--- src/rtl/gd_param_updater_if.sv ---
// Handshake and data bundle between the gradient-descent updater, the gradient
// unit and the convergence checker. Q8.8 values travel as raw 16-bit words.
interface gd_param_updater_if #(
  parameter int MAX_ITER = 50
);
  localparam int ITER_W = $clog2(MAX_ITER + 1);

  logic              start;
  logic [15:0]       a_init, b_init, c_init, d_init;
  logic              grad_ready;
  logic              grad_valid;
  logic [15:0]       a_grad, b_grad, c_grad, d_grad;
  logic [15:0]       a_current, b_current, c_current, d_current;
  logic [15:0]       a_step, b_step, c_step, d_step;
  logic              check_enable;
  logic [ITER_W-1:0] iter_count;
  logic              converged;
  logic              busy;
  logic              done;
  logic              conv_flag;
  logic              timeout;

  modport master (
    output start, a_init, b_init, c_init, d_init,
    output grad_valid, a_grad, b_grad, c_grad, d_grad, converged,
    input  grad_ready, a_current, b_current, c_current, d_current,
    input  a_step, b_step, c_step, d_step,
    input  check_enable, iter_count, busy, done, conv_flag, timeout
  );

  modport slave (
    input  start, a_init, b_init, c_init, d_init,
    input  grad_valid, a_grad, b_grad, c_grad, d_grad, converged,
    output grad_ready, a_current, b_current, c_current, d_current,
    output a_step, b_step, c_step, d_step,
    output check_enable, iter_count, busy, done, conv_flag, timeout
  );
endinterface

--- src/rtl/gd_param_updater.sv ---
// Iteration sequencer for the 4-parameter gradient-descent loop: fetch gradient,
// apply p <= p - LR*grad with Q8.8 saturation, hand off to the convergence checker.
//
// state | meaning
// IDLE  | waiting for start, results of a previous run held
// REQ   | grad_ready high, waiting for grad_valid
// UPD   | apply saturated steps to all four parameters
// CHK   | check_enable pulse, new parameters on the outputs
// WAIT  | sample converged, decide next iteration or termination
// DONE  | run finished, results held until next start
module gd_param_updater #(
  parameter int                 MAX_ITER      = 50,
  parameter logic signed [15:0] LEARNING_RATE = 16'sh0010
) (
  input logic              clk,
  input logic              rst_n,
  gd_param_updater_if.slave bus
);
  localparam int ITER_W = $clog2(MAX_ITER + 1);

  typedef enum logic [2:0] {IDLE, REQ, UPD, CHK, WAIT, DONE} state_t;

  state_t state_q, state_d;

  logic signed [15:0] init_v   [4];
  logic signed [15:0] grad_in  [4];
  logic signed [15:0] grad_q   [4];
  logic signed [15:0] cur_q    [4];
  logic signed [15:0] step_q   [4];
  logic signed [15:0] new_step [4];
  logic signed [15:0] new_cur  [4];
  logic [ITER_W-1:0]  iter_q;
  logic               busy_q, done_q, conv_q, tmo_q;
  logic               at_limit;

  // Product is at most 2^30 in magnitude, so 32 bits hold it exactly.
  function automatic logic signed [15:0] scale_sat(input logic signed [15:0] g);
    logic signed [31:0] prod;
    prod = 32'(g) * 32'(LEARNING_RATE);
    if (!prod[31] && (|prod[30:23]))
      return 16'sh7FFF;
    else if (prod[31] && !(&prod[30:23]))
      return 16'sh8000;
    else
      return prod[23:8];
  endfunction

  function automatic logic signed [15:0] sub_sat(input logic signed [15:0] p,
                                                 input logic signed [15:0] s);
    logic [16:0] diff;
    diff = {p[15], p} - {s[15], s};
    if (diff[16] != diff[15])
      return diff[16] ? 16'sh8000 : 16'sh7FFF;
    else
      return diff[15:0];
  endfunction

  assign init_v[0]  = bus.a_init;
  assign init_v[1]  = bus.b_init;
  assign init_v[2]  = bus.c_init;
  assign init_v[3]  = bus.d_init;
  assign grad_in[0] = bus.a_grad;
  assign grad_in[1] = bus.b_grad;
  assign grad_in[2] = bus.c_grad;
  assign grad_in[3] = bus.d_grad;

  assign at_limit = (iter_q == ITER_W'(MAX_ITER));

  always_comb begin
    for (int i = 0; i < 4; i++) begin
      new_step[i] = scale_sat(grad_q[i]);
      new_cur[i]  = sub_sat(cur_q[i], new_step[i]);
    end
  end

  always_comb begin
    state_d = state_q;
    case (state_q)
      IDLE, DONE: if (bus.start) state_d = REQ;
      REQ:        if (bus.grad_valid) state_d = UPD;
      UPD:        state_d = CHK;
      CHK:        state_d = WAIT;
      WAIT: begin
        if (bus.converged || at_limit) state_d = DONE;
        else                           state_d = REQ;
      end
      default:    state_d = IDLE;
    endcase
  end

  always_ff @(posedge clk or negedge rst_n) begin
    if (!rst_n) begin
      state_q <= IDLE;
      iter_q  <= '0;
      busy_q  <= 1'b0;
      done_q  <= 1'b0;
      conv_q  <= 1'b0;
      tmo_q   <= 1'b0;
      for (int i = 0; i < 4; i++) begin
        cur_q[i]  <= '0;
        step_q[i] <= '0;
        grad_q[i] <= '0;
      end
    end else begin
      state_q <= state_d;
      done_q  <= 1'b0;
      case (state_q)
        IDLE, DONE: begin
          if (bus.start) begin
            iter_q <= '0;
            busy_q <= 1'b1;
            conv_q <= 1'b0;
            tmo_q  <= 1'b0;
            for (int i = 0; i < 4; i++) begin
              cur_q[i]  <= init_v[i];
              step_q[i] <= '0;
            end
          end
        end
        REQ: begin
          if (bus.grad_valid)
            for (int i = 0; i < 4; i++) grad_q[i] <= grad_in[i];
        end
        UPD: begin
          for (int i = 0; i < 4; i++) begin
            cur_q[i]  <= new_cur[i];
            step_q[i] <= new_step[i];
          end
          if (!at_limit) iter_q <= iter_q + ITER_W'(1);
        end
        WAIT: begin
          // Convergence takes priority over the iteration limit.
          if (bus.converged) begin
            conv_q <= 1'b1;
            busy_q <= 1'b0;
            done_q <= 1'b1;
          end else if (at_limit) begin
            tmo_q  <= 1'b1;
            busy_q <= 1'b0;
            done_q <= 1'b1;
          end
        end
        default: ;
      endcase
    end
  end

  assign bus.grad_ready   = (state_q == REQ);
  assign bus.check_enable = (state_q == CHK);
  assign bus.a_current    = cur_q[0];
  assign bus.b_current    = cur_q[1];
  assign bus.c_current    = cur_q[2];
  assign bus.d_current    = cur_q[3];
  assign bus.a_step       = step_q[0];
  assign bus.b_step       = step_q[1];
  assign bus.c_step       = step_q[2];
  assign bus.d_step       = step_q[3];
  assign bus.iter_count   = iter_q;
  assign bus.busy         = busy_q;
  assign bus.done         = done_q;
  assign bus.conv_flag    = conv_q;
  assign bus.timeout      = tmo_q;
endmodule

--- src/flat_wrapper.sv ---
// flat-port wrapper written by rule: the top's interface ports become plain ports
module gd_param_updater_flat 
#(
  parameter int                 MAX_ITER      = 50,
  parameter logic signed [15:0] LEARNING_RATE = 16'sh0010
)
  (clk, rst_n, bus_start, bus_a_init, bus_b_init, bus_c_init, bus_d_init, bus_grad_valid, bus_a_grad, bus_b_grad, bus_c_grad, bus_d_grad, bus_converged, bus_grad_ready, bus_a_current, bus_b_current, bus_c_current, bus_d_current, bus_a_step, bus_b_step, bus_c_step, bus_d_step, bus_check_enable, bus_iter_count, bus_busy, bus_done, bus_conv_flag, bus_timeout);
  gd_param_updater_if #(.MAX_ITER(MAX_ITER)) bus_i ();
  input logic clk;
  input logic rst_n;
  input wire logic [$bits(bus_i.start)-1:0] bus_start;
  input wire logic [$bits(bus_i.a_init)-1:0] bus_a_init;
  input wire logic [$bits(bus_i.b_init)-1:0] bus_b_init;
  input wire logic [$bits(bus_i.c_init)-1:0] bus_c_init;
  input wire logic [$bits(bus_i.d_init)-1:0] bus_d_init;
  input wire logic [$bits(bus_i.grad_valid)-1:0] bus_grad_valid;
  input wire logic [$bits(bus_i.a_grad)-1:0] bus_a_grad;
  input wire logic [$bits(bus_i.b_grad)-1:0] bus_b_grad;
  input wire logic [$bits(bus_i.c_grad)-1:0] bus_c_grad;
  input wire logic [$bits(bus_i.d_grad)-1:0] bus_d_grad;
  input wire logic [$bits(bus_i.converged)-1:0] bus_converged;
  output wire logic [$bits(bus_i.grad_ready)-1:0] bus_grad_ready;
  output wire logic [$bits(bus_i.a_current)-1:0] bus_a_current;
  output wire logic [$bits(bus_i.b_current)-1:0] bus_b_current;
  output wire logic [$bits(bus_i.c_current)-1:0] bus_c_current;
  output wire logic [$bits(bus_i.d_current)-1:0] bus_d_current;
  output wire logic [$bits(bus_i.a_step)-1:0] bus_a_step;
  output wire logic [$bits(bus_i.b_step)-1:0] bus_b_step;
  output wire logic [$bits(bus_i.c_step)-1:0] bus_c_step;
  output wire logic [$bits(bus_i.d_step)-1:0] bus_d_step;
  output wire logic [$bits(bus_i.check_enable)-1:0] bus_check_enable;
  output wire logic [$bits(bus_i.iter_count)-1:0] bus_iter_count;
  output wire logic [$bits(bus_i.busy)-1:0] bus_busy;
  output wire logic [$bits(bus_i.done)-1:0] bus_done;
  output wire logic [$bits(bus_i.conv_flag)-1:0] bus_conv_flag;
  output wire logic [$bits(bus_i.timeout)-1:0] bus_timeout;
  assign bus_i.start = bus_start;
  assign bus_i.a_init = bus_a_init;
  assign bus_i.b_init = bus_b_init;
  assign bus_i.c_init = bus_c_init;
  assign bus_i.d_init = bus_d_init;
  assign bus_i.grad_valid = bus_grad_valid;
  assign bus_i.a_grad = bus_a_grad;
  assign bus_i.b_grad = bus_b_grad;
  assign bus_i.c_grad = bus_c_grad;
  assign bus_i.d_grad = bus_d_grad;
  assign bus_i.converged = bus_converged;
  assign bus_grad_ready = bus_i.grad_ready;
  assign bus_a_current = bus_i.a_current;
  assign bus_b_current = bus_i.b_current;
  assign bus_c_current = bus_i.c_current;
  assign bus_d_current = bus_i.d_current;
  assign bus_a_step = bus_i.a_step;
  assign bus_b_step = bus_i.b_step;
  assign bus_c_step = bus_i.c_step;
  assign bus_d_step = bus_i.d_step;
  assign bus_check_enable = bus_i.check_enable;
  assign bus_iter_count = bus_i.iter_count;
  assign bus_busy = bus_i.busy;
  assign bus_done = bus_i.done;
  assign bus_conv_flag = bus_i.conv_flag;
  assign bus_timeout = bus_i.timeout;
  gd_param_updater #(.MAX_ITER(MAX_ITER), .LEARNING_RATE(LEARNING_RATE)) u_core (.clk(clk), .rst_n(rst_n), .bus(bus_i));
endmodule
--- config.mk ---
export PLATFORM = sky130hd
export DESIGN_NAME = gd_param_updater_flat
export DESIGN_NICKNAME = d
export VERILOG_FILES = /design/src/rtl/gd_param_updater_if.sv /design/src/rtl/gd_param_updater.sv /design/src/flat_wrapper.sv
export SDC_FILE = /design/constraint.sdc
export NUM_CORES = 1
export LEC_CHECK = 0
export ABC_AREA = 1
export CORE_ASPECT_RATIO = 0.7
export CORE_MARGIN = 2
export CORE_UTILIZATION = 36
export DETAILED_ROUTE_END_ITERATION = 6
export PLACE_DENSITY = 0.6
export SLEW_MARGIN = 20
export SYNTH_ARGS = -nofsm -noshare
export SYNTH_HDL_FRONTEND = slang
export SYNTH_SLANG_ARGS = --single-unit
--- constraint.sdc ---
create_clock -name clk -period 4.7 [get_ports clk]
set_input_delay 0.94 -clock clk [delete_from_list [all_inputs] [get_ports clk]]
set_output_delay 0.94 -clock clk [all_outputs]
set_load 0.02 [all_outputs]
Word-level counts from Yosys, hierarchy flattened
Index checks and enable logic that the tools add are counted.
{"block": "word_totals", "reg_bits": 205, "in_bits": 133, "out_inout_bits": 140, "elab_cells": 84}
{"block": "classes", "reduce_logical": 12, "n_mux": 32, "addsub": 5, "eq_ne": 17}
{"cell": "$pmux W64 S2", "n": 2}
{"cell": "$mux W16", "n": 8}
{"cell": "$mux W64", "n": 2}
{"cell": "$sub A16 B12 Y17", "n": 4}
{"cell": "$pmux W3 S5", "n": 1}
{"cell": "$mux W6", "n": 2}
{"cell": "$pmux W6 S2", "n": 1}
{"cell": "$mux W1", "n": 10}
{"cell": "$ne A2 B2 Y1 const B", "n": 5}
{"cell": "$mux W3", "n": 3}
{"cell": "$reduce_and A3 Y1", "n": 3}
{"cell": "$add A6 B1 Y6 const B", "n": 1}
{"cell": "$eq A3 B2 Y1 const B", "n": 2}
{"cell": "$eq A3 B3 Y1 const B", "n": 2}
{"cell": "$eq A6 B6 Y1 const B", "n": 1}
{"cell": "$pmux W1 S2", "n": 3}
{"cell": "$reduce_and A2 Y1", "n": 3}
{"cell": "$ne A1 B1 Y1", "n": 4}
{"cell": "$reduce_and A4 Y1", "n": 1}
{"cell": "$reduce_bool A2 Y1", "n": 2}
{"cell": "$eq A3 B1 Y1 const B", "n": 1}
{"cell": "$logic_not A3 Y1", "n": 1}
{"cell": "$ne A3 B2 Y1 const B", "n": 1}
{"cell": "$ne A2 B1 Y1 const B", "n": 1}
{"cell": "2 further kinds", "n": 2}

Logic depth before layout (Yosys ltp)
{"block": "logic_depth", "ltp_word": 4, "mapped_depth": 21, "depth_no_buf": 20}

Least setup slack after synthesis
Ideal clock, no wire load.
{"block": "synth_timing", "path_type": "register to register", "start": "register u_core.cur_q (netlist bit u_core.bus.b_current[0])", "end": "register u_core.cur_q (netlist bit u_core.bus.b_current[3])", "setup_ns": 0.116, "t_arrival_ns": 2.771, "n_path_buf": 0, "stages_incl_launch_ff": 20, "period_less_slack_ns": 2.887, "required_ns": 4.584, "setup_slack_ns": 1.813, "cell_sequence": "dfrtp_1 > inv_1 > ha_1 > inv_1 > fa_1 > nand2_1 > nand2_1 > nand3_1 > nand2_1 > nand2_1 > nand2_2 > nand2_1 > nand2_1 > nand2_1 > nand2_1 > ha_1 > clkinv_1 > a31oi_1 > a21o_1 > nand2_1"}
{"block": "synth_between", "elab_chain_len": 4, "word_cells_on_any_way": 5, "cone_classes": "1 x add/sub; 1 x eq/ne; 3 x mux"}
{"item": "start: declaration", "line_no": "gd_param_updater.sv:28", "text": "logic signed [15:0] cur_q [4];"}
{"item": "start signal: indexed assignment", "line_no": "gd_param_updater.sv:115", "text": "cur_q[i] <= init_v[i];"}
{"item": "start signal: indexed assignment", "line_no": "gd_param_updater.sv:126", "text": "cur_q[i] <= new_cur[i];"}
{"item": "$sub A16 B12 Y17 (*)", "line_no": "gd_param_updater.sv:51", "text": "diff = {p[15], p} - {s[15], s};"}
{"item": "$mux W16 or $ne A1 B1 Y1 (tied branches)", "line_no": "gd_param_updater.sv:53, gd_param_updater.sv:52"}
{"item": "$mux W16 (*)", "line_no": "gd_param_updater.sv:52", "text": "if (diff[16] != diff[15])"}
{"item": "$pmux W64 S2 (*)", "line_no": "gd_param_updater.sv:107", "text": "case (state_q)"}
Mark *: on every way between the ends. The rest lies on a longest branch, timed or not.
A chain may end at the register's enable or synchronous reset.

Worst setup path after layout
{"block": "layout_timing", "start": "register u_core.cur_q (netlist bit u_core.bus.d_current[0])", "end": "register u_core.cur_q (netlist bit u_core.bus.d_current[3])"}
The elaborated chain is that of the path after synthesis.

==> qor.csv <==
stage,metric,value,unit
cts,numClockSinks,173,
synth,ys_seq_area_share,37.90,%
die,core_area,31210,sq um
power_and_ir_drop,power_leakage,7.205,nW
worst_setup_path,r2r-start,u_core.bus.d_current[0],
sta,hold_ws,0.4834,ns
worst_setup_path,worstPathRequired,5.04,ns
sta,final-setup-viol-count,0,
die,num_io_pins,273,
synth,ys_ff_latch,173,
min_path,hold_path_class,flop to flop,
cts,clockBufferDepth,2,
synth,synth_common_cells,"nand2_1 (477), dfrtp_1 (173), inv_1 (142), a21oi_1 (125), nor2_1 (111)",
worst_setup_path,worstSetupPathType,flop to flop,
placed_design,placed_area,14120,sq um
placed_design,place_congestion,0.9055,
drt,wl_per_cell,16.09,um
cts,numCtsBuffers,17,
sta,max_freq,0.2774,GHz
placed_design,place_inst,2160,
cts,cts_tree,done,
synth,yosys.area.top_type,dfrtp_1,
power_and_ir_drop,vdd_drop_max,441.3,uV
grt,grt_pass1_wl,57530,um
drt,drc_errors,0,
sta,tightest_slew,0.9272,ns
synth,synth_edf_count,0,
die,die_y,153.0,um
sta,period_minus_slack,3.605,ns
synth,synth_nets,1756,
drt,antenna_left,0,
drt,viasPerCell,4.900,
cts,clk_latency,0.45,ns
sta,finalMaxSlewViolations,0,
final_layout,layout.cells.non_filler,2191,
outcome,outcome,"complete, no violations",
sta,fin_crit_sh,76.69,%
worst_setup_path,r2r-end,u_core.bus.d_current[3],
sta,setup_slack,1.095,ns
grt,grt_max_degree,108,
drt,wirelength,35260,um
placed_design,dp_slack,1.165,ns
sta,rsz0062_at_grt,no,
drt,vias,10736,
worst_setup_path,r2r_slack,1.10,ns
synth,ys.flop_type,dfrtp_1,
worst_setup_path,critPathCapture,u_core.bus.d_current[3],
synth,synth_cells,1547,
worst_setup_path,crit_path_start_kind,flop,
grt,grt_remaining_overflow,0,
cts,cts_resized,0,
die,start_util,36.60,%
cts,post-cts-setup-buffers,0,
sta,report.final.hold_viol_count,0,
grt,grtUsageTotal,21.82,%
drt,drt_pass1_iterations,7,
sta,fin_skew,0.01229,ns
final_layout,drive_above_1_share,3.898,%
power_and_ir_drop,power.density,889.2,nW/um^2
worst_setup_path,critPathCaptureType,flop,
worst_setup_path,critPathLaunch,u_core.bus.d_current[0],
synth,ys_warn_count,0,
cts,hold_buffers,0,
final_layout,fin_util,47.32,%
cts,clk_pin_slew_worst_paths,0.07,ns
final_layout,nets,1968,
die,rows,54,
cts,cts_max_level,4,
placed_design,port_buffers,256,
cts,cts.root.buffer_cell,clkbuf_16,
synth,yosysUniqueCellTypes,43,
drt,drt-initial-drc-count,622,
flow_run,maxCapViolations,0,
sta,tns,0,ns
power_and_ir_drop,power,13.14,mW
final_layout,syn2layout_area_growth,29.31,%
sta,slew_headroom,38.19,%
final_layout,fin_area,14770,sq um
worst_setup_path,rr_worst_depth,19,
die,die_area,33200,sq um
synth,synthTopCellsByArea,"dfrtp_1 (38%), nand2_1 (16%), ha_1 (7.9%)",
synth,syn_area_per_cell,7.384,sq um
synth,syn_area,11420,sq um
placed_design,hpwlAfterDp,24800,um
synth,yosysTopAreaCellShare,37.90,%
worst_setup_path,arrival,3.94,ns
grt,grt_pass1_vias,10678,
synth,async_flop_share,100.0,%
synth,yosysMostFrequentCell,nand2_1,
die,die_w,216.9,um
worst_setup_path,cp_max_fo,9,
grt,antenna_found_initial,1,
[layout by cell type (no fill, tap or decap), drive strengths merged, types with 5 or more instances in the layout]
cell	netlist	routed
nor2	115	115
a21o	8	8
o21bai	6	6
clkinv	3	6
o21a	50	50
a21oi	126	126
o21ai	93	93
or2	7	7
clkdlybuf4s50	0	255
nand2	486	486
inv	149	150
clkbuf	8	21
nor3	12	12
and2	5	5
bufinv	0	5
nand3	107	107
a31oi	8	8
xor2	24	24
dfrtp	173	173
ha	72	72
nand3b	6	6
buf	60	5
nand4	14	14
[area by class of cell]
cell class | instances | area, sq um
clock buffers | 20 | 446.7
well taps | 420 | 525.5
diodes | 1 | 2.502
inverters | 152 | 578.1
fillers | 3202 | 16440
multi-input cells | 1154 | 6072
clock inverters | 10 | 188.9
flip-flops and latches | 173 | 4329
repair buffers | 261 | 2629
[per-layer routing]
layer  wire length, um  track usage (%)
met4               464            4.371
met5                 0                0
met1             17940            31.52
met2             15060            33.23
met3              1796            5.214
[state kept, by name, indices dropped and copies added, names as in the netlist, 3 cells and up]
register,cells
u_core.grad_q,48
u_core.bus.a_current,16
u_core.bus.b_current,16
u_core.bus.c_current,16
u_core.bus.d_current,16
u_core.bus.a_step,12
u_core.bus.b_step,12
u_core.bus.c_step,12
u_core.bus.d_step,12
u_core.bus.iter_count,6
u_core.state_q,3
[where the power goes]
part	leakage, nW	total (mW)	internal (mW)	switching (mW)
logic	4.81	8.95	3.22	5.73
registers	2.09	2.60	2.15	0.448
clock network	0.307	1.58	0.954	0.629
total	7.21	13.1	6.33	6.81
[worst max-delay path: stages, from the launching register on]
cell and delay, ns:
dfrtp_1 0.38, inv_1 0.07, ha_1 0.15, inv_1 0.10, fa_1 0.47, nand2_1 0.10
nand2_1 0.07, nand3_1 0.06, nand2_1 0.13, nand2_1 0.09, nand2_1 0.10, nand2_1 0.11
nand2_1 0.05, nand2_1 0.08, nand2_1 0.09, ha_1 0.55, clkinv_1 0.41, a31oi_1 0.30
a21o_1 0.14, nand2_1 0.04
[kinds of logic after synthesis]
| group | Yosys count | share of synthesized area [%] |
|---|---|---|
| xor gates and xnor gates | 25 | 1.917 |
| buffers and inverters | 220 | 9.091 |
| and+or+nand+nor | 754 | 27.61 |
| adders and majority gates | 76 | 8.587 |
| muxes | 2 | 0.1971 |
| AOI/OAI and AO/OA | 297 | 14.70 |
| DFF | 173 | 37.90 |
[how the worst min path moves through the flow]
| stage | startpoint | to | slack (ns) | cells past startpoint |
|---|---|---|---|---|
| after floorplan | u_core.grad_q[4] | u_core.grad_q[4] | 0.49 | 1 |
| after global placement | u_core.bus.c_step[7] | u_core.bus.c_step[7] | 0.47 | 2 |
| after detailed placement | u_core.bus.c_step[9] | u_core.bus.c_step[9] | 0.47 | 2 |
| after CTS | u_core.bus.c_step[9] | u_core.bus.c_step[9] | 0.49 | 2 |
| after global routing | u_core.bus.a_step[2] | u_core.bus.a_step[2] | 0.51 | 2 |
| final | u_core.bus.c_step[7] | u_core.bus.c_step[7] | 0.48 | 2 |
No activity file was read; power rests on OpenSTA's default activity.
